[src/rtl/eth_stats_counter.sv]
// Passive per-port Ethernet stats counter: snoops TX/RX AXI4-Stream handshakes and
// accumulates 64-bit byte, good-frame and bad-frame totals tagged with a 6-bit stats_id.

module eth_stats_dir #(
    parameter int data_bytes = 8
) (
    input  logic                  clk,
    input  logic                  rst,
    input  logic                  srst,
    input  logic                  enable,
    input  logic [data_bytes-1:0] tkeep,
    input  logic                  tvalid,
    input  logic                  tready,
    input  logic                  tlast,
    input  logic                  tuser,
    output logic                  commit,
    output logic                  commit_bad,
    output logic [15:0]           commit_len
);
    // DISCARD swallows the tail of a frame that a soft reset cut short.
    typedef enum logic [1:0] {IDLE, IN_FRAME, DISCARD} state_t;

    state_t      state, state_next;
    logic        counted, counted_next;
    logic [15:0] len, len_next;
    logic [15:0] pop;
    logic [16:0] sum;
    logic [15:0] len_sat;
    logic        beat;

    assign beat = tvalid & tready;

    always_comb begin
        pop = '0;
        for (int i = 0; i < data_bytes; i++) begin
            pop = pop + 16'(tkeep[i]);
        end
    end

    assign sum     = {1'b0, len} + {1'b0, pop};
    assign len_sat = sum[16] ? 16'hFFFF : sum[15:0];

    always_ff @(posedge clk or posedge rst) begin
        if (rst) begin
            state   <= IDLE;
            counted <= 1'b0;
            len     <= '0;
        end else begin
            state   <= state_next;
            counted <= counted_next;
            len     <= len_next;
        end
    end

    always_comb begin
        state_next   = state;
        counted_next = counted;
        len_next     = len;
        commit       = 1'b0;
        commit_bad   = tuser;
        commit_len   = len_sat;
        case (state)
            IDLE: begin
                if (beat) begin
                    if (tlast) begin
                        commit     = enable;
                        commit_len = pop;
                    end else begin
                        state_next   = IN_FRAME;
                        counted_next = enable;
                        len_next     = pop;
                    end
                end
            end
            IN_FRAME: begin
                if (beat) begin
                    len_next = len_sat;
                    if (tlast) begin
                        commit     = counted;
                        state_next = IDLE;
                    end
                end
            end
            DISCARD: begin
                if (beat && tlast) state_next = IDLE;
            end
            default: state_next = IDLE;
        endcase
        if (srst) begin
            commit       = 1'b0;
            counted_next = 1'b0;
            len_next     = '0;
            if (beat && tlast)
                state_next = IDLE;
            else if (beat || state != IDLE)
                state_next = DISCARD;
            else
                state_next = IDLE;
        end
    end
endmodule

module eth_stats_counter #(
    parameter int data_bytes      = 8,
    parameter bit count_bad_bytes = 1'b1
) (
    input  logic                  clk,
    input  logic                  rst,
    input  logic                  enable,
    input  logic                  srst,
    input  logic [data_bytes-1:0] tx_tkeep,
    input  logic                  tx_tvalid,
    input  logic                  tx_tready,
    input  logic                  tx_tlast,
    input  logic                  tx_tuser,
    input  logic [data_bytes-1:0] rx_tkeep,
    input  logic                  rx_tvalid,
    input  logic                  rx_tready,
    input  logic                  rx_tlast,
    input  logic                  rx_tuser,
    output logic [5:0]            stats_id,
    output logic [63:0]           tx_bytes,
    output logic [63:0]           tx_good,
    output logic [63:0]           tx_bad,
    output logic [63:0]           rx_bytes,
    output logic [63:0]           rx_good,
    output logic [63:0]           rx_bad
);
    logic        tx_commit, tx_commit_bad, rx_commit, rx_commit_bad;
    logic [15:0] tx_len, rx_len;
    logic        tx_add_bytes, rx_add_bytes;

    eth_stats_dir #(.data_bytes(data_bytes)) u_tx (
        .clk(clk), .rst(rst), .srst(srst), .enable(enable),
        .tkeep(tx_tkeep), .tvalid(tx_tvalid), .tready(tx_tready),
        .tlast(tx_tlast), .tuser(tx_tuser),
        .commit(tx_commit), .commit_bad(tx_commit_bad), .commit_len(tx_len)
    );

    eth_stats_dir #(.data_bytes(data_bytes)) u_rx (
        .clk(clk), .rst(rst), .srst(srst), .enable(enable),
        .tkeep(rx_tkeep), .tvalid(rx_tvalid), .tready(rx_tready),
        .tlast(rx_tlast), .tuser(rx_tuser),
        .commit(rx_commit), .commit_bad(rx_commit_bad), .commit_len(rx_len)
    );

    assign tx_add_bytes = tx_commit && (!tx_commit_bad || count_bad_bytes);
    assign rx_add_bytes = rx_commit && (!rx_commit_bad || count_bad_bytes);

    // Totals and stats_id share one register stage so they always move together.
    always_ff @(posedge clk or posedge rst) begin
        if (rst) begin
            stats_id <= '0;
            tx_bytes <= '0;
            tx_good  <= '0;
            tx_bad   <= '0;
            rx_bytes <= '0;
            rx_good  <= '0;
            rx_bad   <= '0;
        end else if (srst) begin
            stats_id <= '0;
            tx_bytes <= '0;
            tx_good  <= '0;
            tx_bad   <= '0;
            rx_bytes <= '0;
            rx_good  <= '0;
            rx_bad   <= '0;
        end else begin
            if (tx_commit || rx_commit) stats_id <= stats_id + 6'd1;
            if (tx_add_bytes)               tx_bytes <= tx_bytes + 64'(tx_len);
            if (tx_commit && !tx_commit_bad) tx_good <= tx_good + 64'd1;
            if (tx_commit && tx_commit_bad)  tx_bad  <= tx_bad + 64'd1;
            if (rx_add_bytes)               rx_bytes <= rx_bytes + 64'(rx_len);
            if (rx_commit && !rx_commit_bad) rx_good <= rx_good + 64'd1;
            if (rx_commit && rx_commit_bad)  rx_bad  <= rx_bad + 64'd1;
        end
    end
endmodule

[config.mk]
export PLATFORM = sky130hd
export DESIGN_NAME = eth_stats_counter
export DESIGN_NICKNAME = d
export VERILOG_FILES = /design/src/rtl/eth_stats_counter.sv
export SDC_FILE = /design/constraint.sdc
export NUM_CORES = 1
export LEC_CHECK = 0
export ABC_AREA = 1
export ABC_CLOCK_PERIOD_IN_PS = 22800
export CORE_UTILIZATION = 44
export CTS_CLUSTER_DIAMETER = 60
export DETAILED_ROUTE_END_ITERATION = 16
export HOLD_SLACK_MARGIN = 0.02
export PLACE_DENSITY = 0.63
export SYNTH_ARGS = -nofsm -noshare
export SYNTH_HDL_FRONTEND = slang
export SYNTH_HIERARCHICAL = 1
export SYNTH_SLANG_ARGS = --single-unit
[constraint.sdc]
create_clock -name clk -period 22.8 [get_ports clk]
set_clock_uncertainty 0.1 [all_clocks]
set_input_delay 4.56 -clock clk [delete_from_list [all_inputs] [get_ports clk]]
set_output_delay 4.56 -clock clk [all_outputs]
set_load 0.005 [all_outputs]
==> results.py, run 1 <==
metrics = {
    "routing": {
        "first_pass_iters": 6,
        "wl_um": 109000,
        "drc_errors": 0,
        "num_vias": 32800,
        "wl_per_cell_um": 17.5,
        "ant_nets": 0,
        "avgViaCountPerCell": 5.27,
        "dr.first_iter.drc_count": 2632,
    },
    "synthesis": {
        "synth_compound_area_frac": 0.0844,
        "syn_avg_cell_area_um2": 6.36,
        "yosys_register_bits": 428,
        "yosys.area_share.xor_xnor": 0.0105,
        "synth_top_family_by_area": "simple AND/OR/NAND/NOR gates",
        "syn_inst": 4843,
        "yosys.area_share.simple": 0.428,
        "ys.warnings.count": 6,
        "synth_nets": 4934,
        "syn-cell-area_mm2": 0.0308,
        "synth.yosys.seq_area_share": 0.348,
        "synth-adder-area-share": 0.0285,
        "synthMuxAreaShare": 0,
        "yosysUniqueCellTypes": 58,
    },
    "clock_tree": {
        "post_cts.repair.setup_buffers": 0,
        "clk-insertion-delay-late_ps": 640,
        "numCtsBuffers": 56,
        "cts_hold_buf": 0,
        "cts.clk_slew.worst_paths_ps": 60,
        "postCtsResizedCells": 0,
        "clockRootBuffer": "clkbuf_16",
        "cts.path.max_buffers": 3,
        "cts_tree": "built",
        "clock-sinks": 428,
        "htree_levels": 2,
    },
    "floorplan": {
        "die_y_um": 267,
        "io_pins": 418,
        "coreArea_mm2": 0.0689,
        "num_rows": 96,
        "fp.dieArea_mm2": 0.0711,
        "die_w_um": 267,
        "start_util": 0.447,
    },
    "timing": {
        "finalCriticalPeriod_ps": 9550,
        "finalHoldViolCount": 0,
        "slew_violations": 0,
        "finalSetupTns_ps": 0,
        "worst_slew_pin_slew_ps": 1160,
        "finalSetupViolCount": 0,
        "rsz0062_at_grt": "false",
        "fin_crit_sh": 0.419,
        "max_freq_ghz": 0.105,
        "relSlewSlack": 0.224,
    },
    "power_and_ir_drop": {
        "peakVddDrop_v": 0.0000653,
        "p_seq_frac": 0.411,
        "p_clk_frac": 0.484,
        "intPower_mw": 1.37,
        "power_density_mw_per_mm2": 49.9,
        "combPwrFrac": 0.105,
        "switchingPower_uw": 515,
        "leakagePower_nw": 16.9,
        "swShare": 0.273,
    },
    "setup_path": {
        "crit_start": "rx_tkeep[0]",
        "r2r_setup_slack_ps": 18650,
        "critical_path.max_fanout": 18,
        "r2r_start": "u_rx/state[1]$_DFFE_PP0P_",
        "path_class": "input pin to register",
        "arrival_ps": 10000,
        "cpPeakStageDelay_ps": 500,
        "crit_end": "rx_bytes[42]$_DFFE_PP0P_",
        "critPathSlowestCell": "fa_1",
        "cp.required_ps": 23250,
        "end_kind": "register",
        "rr_worst_depth": 15,
        "cp_common_cell": "nand2_1",
        "reg2reg_to": "rx_bad[56]$_DFFE_PP0P_",
        "start_kind": "input pin",
    },
    "place": {
        "portBuffers": 417,
        "dpl.hpwl_um": 83100,
        "place_congestion": 0.952,
    },
    "global_routing": {
        "grt_pass1_wl_um": 170000,
        "grt_overflow": 0,
        "antenna_found_initial": 1,
        "grt_use_total": 0.301,
        "grt_max_degree": 233,
        "grt_pass1_vias": 30500,
    },
    "run": {
        "maxCapViolCount": 0,
    },
    "cells_and_area": {
        "fill_cells": 7094,
        "nNetsFinal": 5338,
        "area_growth_pct": 22.8,
        "final_common_cell": "nand2_1",
        "layout_common_cells": "1,358 x nand2_1, 767 x nor2_1, 687 x inv_1",
        "drive_above_1_share": 0.0482,
        "final_util": 0.549,
        "seqCellArea_mm2": 0.0107,
        "multi_input_area_mm2": 0.0170,
    },
    "outcome": {
        "outcome": "complete, no violations",
    },
    "worst_hold_path": {
        "hp-class": "register to register",
    },
}
[kinds of logic (layout without fill, tap and decap cells)]
family,after synthesis,count (layout)
XOR/XNOR,37,37
adder cells (fa/ha/maj),63,63
flip-flops,428,428
buffers and inverters,806,1255
AO/OA/AOI/OAI,491,491
AND/OR/NAND/NOR,3018,3018
other,0,1
[critical path: cells and delay by family]
family	cells	cell delay, ps
fa+ha+maj	7	2570
simple gates	14	1610
buf+inv	6	800
compound gates	1	270
xor+xnor	1	210
[layout make-up]
type / instances / area share
multi-input combinational: 3609 / 0.450
sequential: 428 / 0.283
timing repair buffer: 429 / 0.113
inverter: 723 / 0.0722
clock buffer: 74 / 0.0434
tap: 931 / 0.0308
clock inverter: 29 / 0.00748
antenna: 1 / 0.0000662
[through the flow]
stage / instance area [um^2] / hold slack (ps) / std cells / setup WS, ps / power [mW]
after floorplan: 30800 / 355 / 4843 / 7300 / 0.931
after global placement: 35900 / 380 / 6120 / 12760 / 0.985
after detailed placement: 35900 / 385 / 6120 / 12630 / 0.987
after CTS: 37800 / 402 / 6223 / 13300 / 1.91
after global routing: 37800 / 413 / 6224 / 12800 / 1.96
final: 37800 / 394 / 6224 / 13250 / 1.89
[how the worst min path moves through the flow]
stage                                        from                      end  slack, ps  cells after the start
after floorplan           u_tx/len[3]$_DFFE_PP0P_  u_tx/len[3]$_DFFE_PP0P_        360                      2
after global placement    u_rx/len[0]$_DFFE_PP0P_  u_rx/len[0]$_DFFE_PP0P_        380                      2
after detailed placement  u_rx/len[2]$_DFFE_PP0P_  u_rx/len[2]$_DFFE_PP0P_        380                      2
after CTS                 u_rx/len[2]$_DFFE_PP0P_  u_rx/len[2]$_DFFE_PP0P_        400                      2
after global routing      u_rx/len[2]$_DFFE_PP0P_  u_rx/len[2]$_DFFE_PP0P_        410                      2
final                     u_rx/len[3]$_DFFE_PP0P_  u_rx/len[3]$_DFFE_PP0P_        390                      2
[synth_stat cells (all sizes together)]
| cell | number | area share |
|---|---|---|
| o22ai | 1 | 0.00020 |
| o21bai | 7 | 0.0017 |
| o211ai | 1 | 0.00024 |
| nor3b | 10 | 0.0024 |
| dfrtp | 428 | 0.35 |
| ha | 51 | 0.021 |
| xor2 | 15 | 0.0043 |
| o221ai | 1 | 0.00028 |
| or2 | 7 | 0.0014 |
| nand4 | 187 | 0.038 |
| and2 | 8 | 0.0016 |
| o21ai | 222 | 0.036 |
| nand2 | 1382 | 0.17 |
| a221oi | 1 | 0.00028 |
| o211a | 1 | 0.00032 |
| nor2b | 1 | 0.00020 |
| clkbuf | 37 | 0.0045 |
| nand3 | 399 | 0.068 |
| a31oi | 17 | 0.0035 |
| clkinv | 8 | 0.0010 |
| a211oi | 1 | 0.00024 |
| nor4 | 10 | 0.0022 |
| a21oi | 220 | 0.036 |
| buf | 46 | 0.0082 |
| a32o | 1 | 0.00032 |
| nor3 | 187 | 0.034 |
| and3 | 9 | 0.0018 |
| a2111oi | 2 | 0.00061 |
| nand3b | 10 | 0.0024 |
| inv | 715 | 0.087 |
| a21boi | 2 | 0.00049 |
| o21a | 13 | 0.0032 |
| xnor2 | 22 | 0.0063 |
| fa | 12 | 0.0078 |
| a22o | 1 | 0.00028 |
| nor2 | 808 | 0.10 |
[state kept, by name, summed over array words and instances, names as in the netlist]
register      count
stats_id          6
u_rx/len         16
rx_bad           64
tx_bytes         64
rx_good          64
u_tx/len         16
u_tx/counted      1
u_rx/state        2
rx_bytes         64
u_tx/state        2
tx_good          64
u_rx/counted      1
tx_bad           64
[metal layers]
metal | GRT usage | up-vias | part of all wire
met5 | 0 | - | 0
met4 | 0.108 | 0 | 0.036
met3 | 0.0639 | 207 | 0.077
met2 | 0.480 | 1053 | 0.45
met1 | 0.402 | 15200 | 0.44
li1 | - | 16300 | -
[power groups by stage]
stage	sequential, mW	combinational, mW	clock [mW]
global route	0.777	0.222	0.964
CTS	0.776	0.198	0.936
floorplan	0.788	0.143	0
global placement	0.790	0.196	0
finish	0.776	0.197	0.914
detailed placement	0.789	0.197	0
No activity file was read; power rests on OpenSTA's default activity.
==> inputs of run 2 (changes only) <==
Settings changed: ABC_CLOCK_PERIOD_IN_PS 22800 to 8000, PLACE_DENSITY 0.63 to 0.66.
Clock period 22.8 ns to 8 ns, I/O delays scaled along.
==> results.py, run 2 (same netlist as run 1, synthesis figures left out) <==
metrics = {
    "outcome": {
        "outcome": "complete, no violations",
    },
    "timing": {
        "slew_violations": 0,
        "worst_slew_pin_slew_ps": 1030,
        "fin_crit_sh": 0.839,
        "finalHoldViolCount": 0,
        "rsz0062_at_grt": "false",
        "relSlewSlack": 0.310,
        "finalSetupTns_ps": 0,
        "finalCriticalPeriod_ps": 6720,
        "finalSetupViolCount": 0,
        "fin_hold_ws_ps": 389,
        "max_freq_ghz": 0.149,
    },
    "routing": {
        "drc_errors": 0,
        "avgViaCountPerCell": 5.31,
        "ant_nets": 0,
        "first_pass_iters": 6,
        "wl_per_cell_um": 17.6,
        "wl_um": 109000,
        "num_vias": 33100,
        "dr.first_iter.drc_count": 2972,
    },
    "clock_tree": {
        "htree_levels": 2,
        "post_cts.repair.setup_buffers": 0,
        "cts_tree": "built",
        "postCtsResizedCells": 0,
        "clock-sinks": 428,
        "clk-insertion-delay-late_ps": 640,
        "cts.path.max_buffers": 3,
        "numCtsBuffers": 56,
        "cts_hold_buf": 0,
        "clockRootBuffer": "clkbuf_16",
        "cts.clk_slew.worst_paths_ps": 60,
    },
    "setup_path": {
        "arrival_ps": 7160,
        "cpPeakStageDelay_ps": 490,
        "cp_common_cell": "nand2_1",
        "critical_path.max_fanout": 18,
        "start_kind": "input pin",
        "worst-path-buf-inv": 4,
        "path_class": "input pin to register",
        "crit_family": "adder cells",
        "critPathSlowestCell": "fa_1",
        "cp.required_ps": 8450,
        "end_kind": "register",
    },
    "place": {
        "place_congestion": 0.969,
        "dpl_cell_area_mm2": 0.0359,
        "dpl.hpwl_um": 83900,
        "portBuffers": 417,
    },
    "floorplan": {
        "coreArea_mm2": 0.0689,
        "fp.dieArea_mm2": 0.0711,
        "start_util": 0.447,
        "die_w_um": 267,
        "num_rows": 96,
        "die_y_um": 267,
        "io_pins": 418,
    },
    "cells_and_area": {
        "layout_common_cells": "1,358 x nand2_1, 767 x nor2_1, 687 x inv_1",
        "antenna_cells": 0,
        "nNetsFinal": 5340,
        "fin_area_mm2": 0.0378,
        "area_growth_pct": 22.7,
        "drive_above_1_share": 0.0480,
        "final_common_cell": "nand2_1",
    },
    "power_and_ir_drop": {
        "power_density_mw_per_mm2": 142,
        "switchingPower_mw": 1.49,
        "swShare": 0.276,
        "combPwrFrac": 0.105,
        "intPower_mw": 3.90,
        "p_clk_frac": 0.484,
        "p_seq_frac": 0.411,
        "peakVddDrop_v": 0.000154,
        "leakagePower_nw": 16.9,
        "power.total_mw": 5.39,
    },
    "global_routing": {
        "antenna_found_initial": 2,
        "grt_pass1_vias": 30900,
        "grt_overflow": 0,
        "grt_use_total": 0.304,
        "grt_pass1_wl_um": 172000,
        "grt_max_degree": 163,
    },
    "run": {
        "maxCapViolCount": 0,
    },
    "worst_hold_path": {
        "hp-class": "register to register",
    },
}
## run 2: changes by cell type in the layout (fill, tap and decap cells not counted)
| cell | delta |
|---|---|
| inv_6 | +2 |
| clkinv_2 | +2 |
| clkinv_4 | +2 |
| diode_2 | -1 |
| clkbuf_8 | -5 |
| bufinv_16 | +2 |
| buf_4 | +1 |
| clkinvlp_4 | -4 |
| buf_12 | +1 |
| clkbuf_16 | -2 |
| clkbuf_1 | +3 |
## run 2: final timing paths
check	from	depth (start not counted)	slack, ps	endpoint
setup / recovery	tx_tkeep[0]	29	1280	tx_bytes[34]$_DFFE_PP0P_
hold / removal	u_rx/len[3]$_DFFE_PP0P_	2	390	u_rx/len[3]$_DFFE_PP0P_
setup reg to reg	u_tx/len[0]$_DFFE_PP0P_	24	3930	tx_bytes[34]$_DFFE_PP0P_
hold reg to reg	u_rx/len[3]$_DFFE_PP0P_	2	390	u_rx/len[3]$_DFFE_PP0P_
max in group asynchronous	rst	4	4790	rx_good[21]$_DFFE_PP0P_
min in group asynchronous	rst	2	1360	tx_bytes[12]$_DFFE_PP0P_
## run 2: power groups by stage
stage               registers, mW  logic, mW  clock network [mW]
detailed placement           2.25      0.565                   0
CTS                          2.21      0.570                2.66
global placement             2.25      0.559                   0
floorplan                    2.25      0.408                   0
finish                       2.21      0.567                2.61
global route                 2.21      0.643                2.74
## run 2: worst register-to-register path, stage by stage (launching register included)
cell and delay [ps]:
dfrtp_1 360, ha_1 200, inv_1 70, fa_1 410
inv_1 120, nand3_2 110, a21oi_4 230, nand2_4 190
nand2_1 140, nand2_1 50, o21ai_0 90, ha_1 250
inv_1 90, fa_1 400, nor2_1 170, nand2_1 70
nand3_1 190, nand2_1 80, nand2_1 140, nand2_1 60
nand2_1 150, nand3_1 120, nand2_1 90, nand2_1 50
nor2_1 100
## run 2: cell type report
cell class              count  area, um^2
clock buffers              70        1530
clock inverters            33         362
fillers                  7018       31100
inverters                 723        2730
multi-input cells        3609       17000
flip-flops and latches    428       10700
well taps                 931        1160
repair buffers            431        4310
## run 2: metrics by stage
| stage | worst slack [ps] | cells | util |
|---|---|---|---|
| global placement | 784 | 6122 | 0.521 |
| detailed placement | 686 | 6122 | 0.521 |
| global route | 900 | 6225 | 0.548 |
| floorplan | 1050 | 4843 | - |
| finish | 1280 | 6225 | 0.548 |
| CTS | 1340 | 6225 | 0.548 |
## run 2: layer usage
layer / share of wire / global-route usage / routed length, um
met5: 0.00016 / 0 / 17
met2: 0.44 / 0.478 / 48300
met1: 0.44 / 0.412 / 48400
met3: 0.076 / 0.0594 / 8320
met4: 0.040 / 0.118 / 4360
